## src/rtl/mem_access_unit.sv

```systemverilog
// Byte-serial RAM sequencer: one byte/halfword/word access at a time, split into
// big-endian byte transfers over the MOV/MOC handshake.
module mem_access_unit #(
   parameter int ADDR_W  = 8,
   parameter int TIMEOUT = 15
) (
   input  logic              CLK,
   input  logic              CLR,
   input  logic              req,
   input  logic              rw,
   input  logic [1:0]        size,
   input  logic              sx,
   input  logic [31:0]       addr,
   input  logic [31:0]       wdata,
   output logic [31:0]       rdata,
   output logic              busy,
   output logic              done,
   output logic              err,
   output logic [ADDR_W-1:0] mem_addr,
   output logic [7:0]        mem_wdata,
   input  logic [7:0]        mem_rdata,
   output logic              mem_rw,
   output logic              mem_mov,
   input  logic              mem_moc
);

   // state     | meaning
   // S_IDLE    | waiting for req
   // S_ISSUE   | MOV high, waiting for MOC high
   // S_RELEASE | MOV low, waiting for MOC low
   // S_DONE    | one-cycle completion pulse
   typedef enum logic [1:0] {S_IDLE, S_ISSUE, S_RELEASE, S_DONE} state_t;

   localparam int TW = $clog2(TIMEOUT + 1);

   state_t            r_state, w_state_nx;
   logic              r_rw, r_sx, r_err;
   logic [1:0]        r_nm1, r_k;
   logic [ADDR_W-1:0] r_addr;
   logic [31:0]       r_wdata, r_rdata;
   logic [TW-1:0]     r_tmo;

   logic       w_illegal, w_accept, w_capture, w_k_inc, w_extend;
   logic       w_tmo_load, w_tmo_dec, w_tmo_err;
   logic [1:0] w_lane;
   logic [4:0] w_bit;

   assign w_illegal = (size == 2'b11)
                    || (size == 2'b01 && addr[0])
                    || (size == 2'b10 && addr[1:0] != 2'b00)
                    || ((addr >> ADDR_W) != 32'd0);

   // Byte k of the access lands in lane N-1-k (big-endian).
   assign w_lane = r_nm1 - r_k;
   assign w_bit  = {w_lane, 3'b000};

   always_ff @(posedge CLK or posedge CLR) begin
      if (CLR) r_state <= S_IDLE;
      else     r_state <= w_state_nx;
   end

   always_comb begin
      w_state_nx = r_state;
      w_accept   = 1'b0;
      w_capture  = 1'b0;
      w_k_inc    = 1'b0;
      w_extend   = 1'b0;
      w_tmo_load = 1'b0;
      w_tmo_dec  = 1'b0;
      w_tmo_err  = 1'b0;
      case (r_state)
         S_IDLE: begin
            if (req) begin
               w_accept   = 1'b1;
               w_tmo_load = 1'b1;
               w_state_nx = w_illegal ? S_DONE : S_ISSUE;
            end
         end
         S_ISSUE: begin
            if (mem_moc) begin
               w_capture  = r_rw;
               w_tmo_load = 1'b1;
               w_state_nx = S_RELEASE;
            end else if (r_tmo == '0) begin
               w_tmo_err  = 1'b1;
               w_state_nx = S_DONE;
            end else begin
               w_tmo_dec = 1'b1;
            end
         end
         S_RELEASE: begin
            if (!mem_moc) begin
               if (r_k == r_nm1) begin
                  w_extend   = r_rw;
                  w_state_nx = S_DONE;
               end else begin
                  w_k_inc    = 1'b1;
                  w_tmo_load = 1'b1;
                  w_state_nx = S_ISSUE;
               end
            end else if (r_tmo == '0) begin
               w_tmo_err  = 1'b1;
               w_state_nx = S_DONE;
            end else begin
               w_tmo_dec = 1'b1;
            end
         end
         S_DONE:  w_state_nx = S_IDLE;
         default: w_state_nx = S_IDLE;
      endcase
   end

   always_ff @(posedge CLK or posedge CLR) begin
      if (CLR) begin
         r_rw    <= 1'b1;
         r_sx    <= 1'b0;
         r_err   <= 1'b0;
         r_nm1   <= 2'd0;
         r_k     <= 2'd0;
         r_addr  <= '0;
         r_wdata <= 32'd0;
         r_rdata <= 32'd0;
         r_tmo   <= '0;
      end else begin
         if (w_accept) begin
            r_rw    <= rw;
            r_sx    <= sx;
            r_addr  <= addr[ADDR_W-1:0];
            r_wdata <= wdata;
            r_nm1   <= (size == 2'b00) ? 2'd0 : (size == 2'b01) ? 2'd1 : 2'd3;
            r_k     <= 2'd0;
            r_rdata <= 32'd0;
            r_err   <= w_illegal;
         end
         if (w_tmo_load)     r_tmo <= TW'(TIMEOUT - 1);
         else if (w_tmo_dec) r_tmo <= r_tmo - 1'b1;
         if (w_capture) r_rdata[w_bit +: 8] <= mem_rdata;
         if (w_k_inc)   r_k <= r_k + 2'd1;
         if (w_tmo_err) r_err <= 1'b1;
         // Low lanes are complete when the last byte releases; fill the upper bits.
         if (w_extend) begin
            case (r_nm1)
               2'd0:    r_rdata[31:8]  <= {24{r_sx & r_rdata[7]}};
               2'd1:    r_rdata[31:16] <= {16{r_sx & r_rdata[15]}};
               default: ;
            endcase
         end
      end
   end

   assign rdata     = r_rdata;
   assign err       = r_err;
   assign busy      = (r_state != S_IDLE);
   assign done      = (r_state == S_DONE);
   assign mem_mov   = (r_state == S_ISSUE);
   assign mem_rw    = r_rw;
   assign mem_addr  = r_addr + {{(ADDR_W-2){1'b0}}, r_k};
   assign mem_wdata = r_wdata[w_bit +: 8];

endmodule

```

## config.mk

```make
export PLATFORM = sky130hd
export DESIGN_NAME = mem_access_unit
export DESIGN_NICKNAME = d
export VERILOG_FILES = /design/src/rtl/mem_access_unit.sv
export SDC_FILE = /design/constraint.sdc
export NUM_CORES = 1
export LEC_CHECK = 0
export ABC_AREA = 1
export ABC_CLOCK_PERIOD_IN_PS = 10200
export CAP_MARGIN = 20
export CORE_UTILIZATION = 53
export CTS_CLUSTER_DIAMETER = 60
export DETAILED_ROUTE_END_ITERATION = 6
export PLACE_DENSITY_LB_ADDON = 0.08
export SLEW_MARGIN = 30
export SYNTH_ARGS = -nofsm -noshare
export SYNTH_HDL_FRONTEND = slang
export SYNTH_SLANG_ARGS = --single-unit
```

## constraint.sdc

```tcl
create_clock -name CLK -period 10.2 [get_ports CLK]
set_clock_uncertainty 0.05 [all_clocks]
set_input_delay 3.06 -clock CLK [delete_from_list [all_inputs] [get_ports CLK]]
set_output_delay 3.06 -clock CLK [all_outputs]
set_load 0.01 [all_outputs]
```

# [Word level (Yosys, flattened, before mapping)]
# Cells that the tools add are included.
[word_totals] ff_bits=85 word_cells=85 input_bits=80
[classes] eq_ne=9 bitwise_logic=2 n_shift=3 addsub=5 mux=41 reduce_logical=15
[ops] op="32-bit 2-to-1 mux" n=2
[ops] op="32-bit bitwise mux" n=1
[ops] op="16-bit case mux with 2 select lines" n=1
[ops] op="32-bit nonzero test" n=1
[ops] op="8-bit by 7-bit variable shift with 32-bit output, first input constant" n=1
[ops] op="32-bit by 6-bit variable part select with 8-bit output" n=1
[ops] op="8-bit by 7-bit variable part select with 32-bit output" n=1
[ops] op="24-bit 2-to-1 mux" n=1
[ops] op="2-bit 2-to-1 mux" n=10
[ops] op="1-bit 2-to-1 mux" n=19
[ops] op="2-bit nonzero test" n=5
[ops] op="8-bit by 2-bit adder with 8-bit output" n=1
[ops] op="2-bit equality test, second input constant" n=4
[ops] op="4-bit 2-to-1 mux" n=2
[ops] op="8-bit 2-to-1 mux" n=1
[ops] op="2-bit case mux with 4 select lines" n=1
[ops] op="5-bit negator with 7-bit output" n=1
[ops] op="2-bit by 1-bit equality test with 1-bit output, second input constant" n=3
[ops] op="2-bit logical NOT" n=3
[ops] op="4-bit logical NOT" n=1
[ops] op="1-bit case mux with 2 select lines" n=2
[ops] op="4-bit by 1-bit subtractor with 4-bit output, second input constant" n=1
[ops] op="1-bit logical OR" n=3
[ops] op="1-bit case mux with 3 select lines" n=1
[ops] op="6 further kinds" n=8

# [Depth between registers and ports, before layout]
[depth] depth_word=8 depth_mapped=13 ltp_nobuf=12

# [Least setup slack after synthesis]
# Ideal clock, no wire load.
[synth_path] path_kind="register to output" from="reg r_k[0]" to="out mem_addr[6]" path_stages_with_launch=7 t_required_ps=7090 path_slack_ps=5469 arrival_ps=1621 path_buffers=0 path_cell_list="dfrtp_1 -> ha_1 -> inv_1 -> fa_1 -> nor3_1 -> nand3_1 -> xor2_1"
[synth_between] elab_chain_len=1
[synth_rtl] item="start, declared" line_no="38" source="logic [1:0] r_nm1, r_k;"
[synth_rtl] item="start signal, assigned" line_no="138" source="if (w_k_inc) r_k <= r_k + 2'd1;"
[synth_rtl] item="8-bit by 2-bit adder with 8-bit output" line_no="157" source="assign mem_addr = r_addr + {{(ADDR_W-2){1'b0}}, r_k};"
[synth_rtl] item="end, declared" line_no="19" source="output logic [ADDR_W-1:0] mem_addr,"
# Every way passes these cells.

# [Worst setup path in the final report]
# Ends and elaborated chain as after synthesis.

==> run summary <==
Status -> complete, but fails checks
Failing checks -> design-rule violations
Hold buffers post-CTS -> 0
CTS H-Tree Depth -> 3
CTS tree -> done
I/O Buffers -> 132
Fin crit period -> 5.681 ns
Fin Setup TNS -> 0 ns
Worst hold slack -> 0.4326 ns
Clk network pwr share -> 0.130
Inserted Clock Buffers -> 9
Total power -> 1901 µW
Seq cells post-synth -> 85
Tot GR Track Use -> 0.2599
Sw Ratio -> 0.4297
First-pass GRT wire length -> 19.92 mm
Syn Area/Cell -> 8.227 µm²
Synth cell types -> 38
Setup-failing EPs final -> 0
Max FO, Critical Path -> 5
Top delay family on crit path -> buffers and inverters
Largest net degree at the start of global routing -> 86
Crit start category -> register
Initial DRC count -> 170
Routability-driven placement congestion ratio -> 0.9232
Async SR Flop Fraction -> 1.000
Reg power frac -> 0.303
Clock Latency Late Sink -> 0.36 ns
Wirelength per Cell -> 14.18 µm
Setup crit end kind -> output pin
Worst Tran Pin Value -> 0.7987 ns
PwrDens -> 298.7 nW/µm²
Final Max Slew Viols -> 0
Slowest stage delay, CP -> 0.55 ns
Die Width -> 97.62 µm
Maxcap violations -> 0
CORE AREA -> 8806 µm²
Critical path type -> register to output pin
CTS Sinks -> 85
Sw power -> 816.9 µW
Worst path required time -> 7.09 ns
Initial antenna violation count -> 0
Syn_nets -> 681
Cell Count, Final, Fillers Out -> 823
Setup repair after global routing missed its margin -> no
Routed vias -> 4306
CP max-delay cell -> clkdlybuf4s50_1
Dpl cells -> 807
Die ar. -> 9530 µm²
Leak -> 0.003230 µW
Commonest cells after routing, fill and taps aside -> 211 x nand2_1, 132 x clkdlybuf4s50_1, 84 x dfrtp_1, 54 x inv_1, 35 x nand3_1
Final WL -> 11.67 mm
CP arrival -> 2.57 ns
Worst path cell trace -> ha_1 -> inv_1 -> fa_1 -> nor3_1 -> nand3_1 -> xor2_1 -> clkdlybuf4s50_1
Clock Path Buffers -> 2
Layout Utilization -> 0.7228
Max rail drop VDD -> 248.6 µV
Primary FF master, synth -> dfrtp_1
CP bufs+invs -> 2
Final Hold Viols -> 0
DPL Wire Length -> 8.299 mm
Vias per cell -> 5.232
Area delta synth->final -> 31.35%
Hold Crit Class -> register to register
Ys Warns -> 0
FP Rows -> 34
Slew Limit Headroom -> 0.4667
Final #Nets -> 802
Post_cts resized -> 0
Clock root cell -> clkbuf_8
Post-Syn Instances -> 589
Post-synth EDFFs -> 0
Internal power -> 1084 µW
Highest achievable clock rate -> 176.0 MHz
DRT Pass-1 Iters -> 6
Crit share post-route -> 0.5569
Sequential area share after synthesis -> 0.4392
Starting Density -> 0.5503
Postcts setup bufs -> 0
Ports -> 133
Leading cell type in the layout, fill and taps excluded -> nand2_1
Die H -> 97.62 µm
Ant. Diodes -> 0
Number of global-route vias before repair -> 4370
Synthesized cell area -> 4846 µm²
Comb power frac -> 0.568
DRC Markers -> 14
Antenna viol nets, final -> 0
Worst-path clk slew -> 0.08 ns
Share of layout cells above drive strength 1 -> 0.1161
Total grt overflow -> 0
path summary, 6_finish.rpt:
check                      slack (ns)  cells past startpoint                    from                endpoint
min in group asynchronous        3.14                      3                     CLR   r_addr[7]$_DFFE_PP0P_
max                              4.52                      7      r_k[0]$_DFFE_PP0P_             mem_addr[6]
min reg2reg                      0.43                      2  r_wdata[0]$_DFFE_PP0P_  r_wdata[0]$_DFFE_PP0P_
max in group asynchronous        6.40                      3                     CLR      rdata[6]$_DFF_PP0_
max reg2reg                      7.50                     11      r_k[1]$_DFFE_PP0P_     rdata[12]$_DFF_PP0_
min                              0.43                      2  r_wdata[0]$_DFFE_PP0P_  r_wdata[0]$_DFFE_PP0P_
logic make-up (layout without fill, tap and decap cells):
| group | count (synthesis) | count (layout) | synth area share |
|---|---|---|---|
| buffers and inverters | 86 | 212 | 0.08262 |
| xor gates and xnor gates | 8 | 8 | 0.01446 |
| muxes | 8 | 8 | 0.01653 |
| adders and majority gates | 12 | 12 | 0.03253 |
| and+or+nand+nor | 323 | 323 | 0.3235 |
| AOI/OAI and AO/OA | 67 | 67 | 0.09114 |
| DFF | 85 | 85 | 0.4392 |
metrics by stage:
step | area [µm²] | worst slack (ns)
global placement | 6160 | 4.887
CTS | 6365 | 4.503
detailed placement | 6163 | 4.898
global route | 6365 | 4.361
floorplan | 4846 | 4.898
finish | 6365 | 4.519
routing by layer:
metal  vias up  routed length [µm]  track usage
met5         -                   0            0
met4         0                 308       0.1084
met3        28                 665      0.04748
met2       144                5860       0.4506
met1      2019                4837       0.3176
li1       2115                   -            -
Yosys cell counts (2+ instances only):
cell type	n	share of area
o22ai_1	2	0.0026
nand3_2	18	0.037
ha_1	11	0.028
clkbuf_1	12	0.0093
nand3b_1	8	0.012
xnor2_1	2	0.0036
or2_2	9	0.012
nor2_1	17	0.013
inv_2	5	0.0039
nor2_4	3	0.0070
o211ai_1	8	0.012
mux2i_1	8	0.017
o31ai_1	14	0.022
o21ai_0	23	0.024
buf_2	5	0.0052
a21oi_1	9	0.0093
nand2_2	5	0.0065
o21ai_2	9	0.016
and2_1	2	0.0026
dfrtp_1	84	0.43
nand2_1	212	0.16
inv_1	55	0.043
xor2_1	6	0.011
buf_6	7	0.016
nor3_1	4	0.0041
o31ai_2	2	0.0052
nand2_4	4	0.0093
nand3_1	35	0.036
registers in the layout, indices dropped and copies added (netlist names):
name / count
r_wdata: 32
rdata: 32
r_addr: 8
r_tmo: 4
r_k: 2
r_nm1: 2
r_state: 2
err: 1
mem_rw: 1
r_sx: 1
cell type report:
type / count / area [µm²]
fillers: 688 / 2441
multi-input cells: 418 / 2320
flip-flops and latches: 85 / 2128
repair buffers: 135 / 1348
inverters: 61 / 232.7
clock buffers: 11 / 141.4
well taps: 108 / 135.1
clock inverters: 5 / 60.06
worst min-delay path, cell delays in order (launching register included):
cell and delay, ns:
dfrtp_1 0.35, nand2_1 0.05, nand2_1 0.05
power by group through the flow:
| stage | combinational (µW) | clock [µW] | sequential (µW) |
|---|---|---|---|
| 2_1_floorplan | 676 | 0 | 583 |
| 5_1_grt | 1190 | 264 | 594 |
| 3_5_place_dp | 1080 | 0 | 581 |
| 4_1_cts | 1080 | 251 | 575 |
| 6_report | 1080 | 246 | 575 |
| 3_3_place_gp | 1050 | 0 | 573 |
No activity file was read; power rests on OpenSTA's default activity.
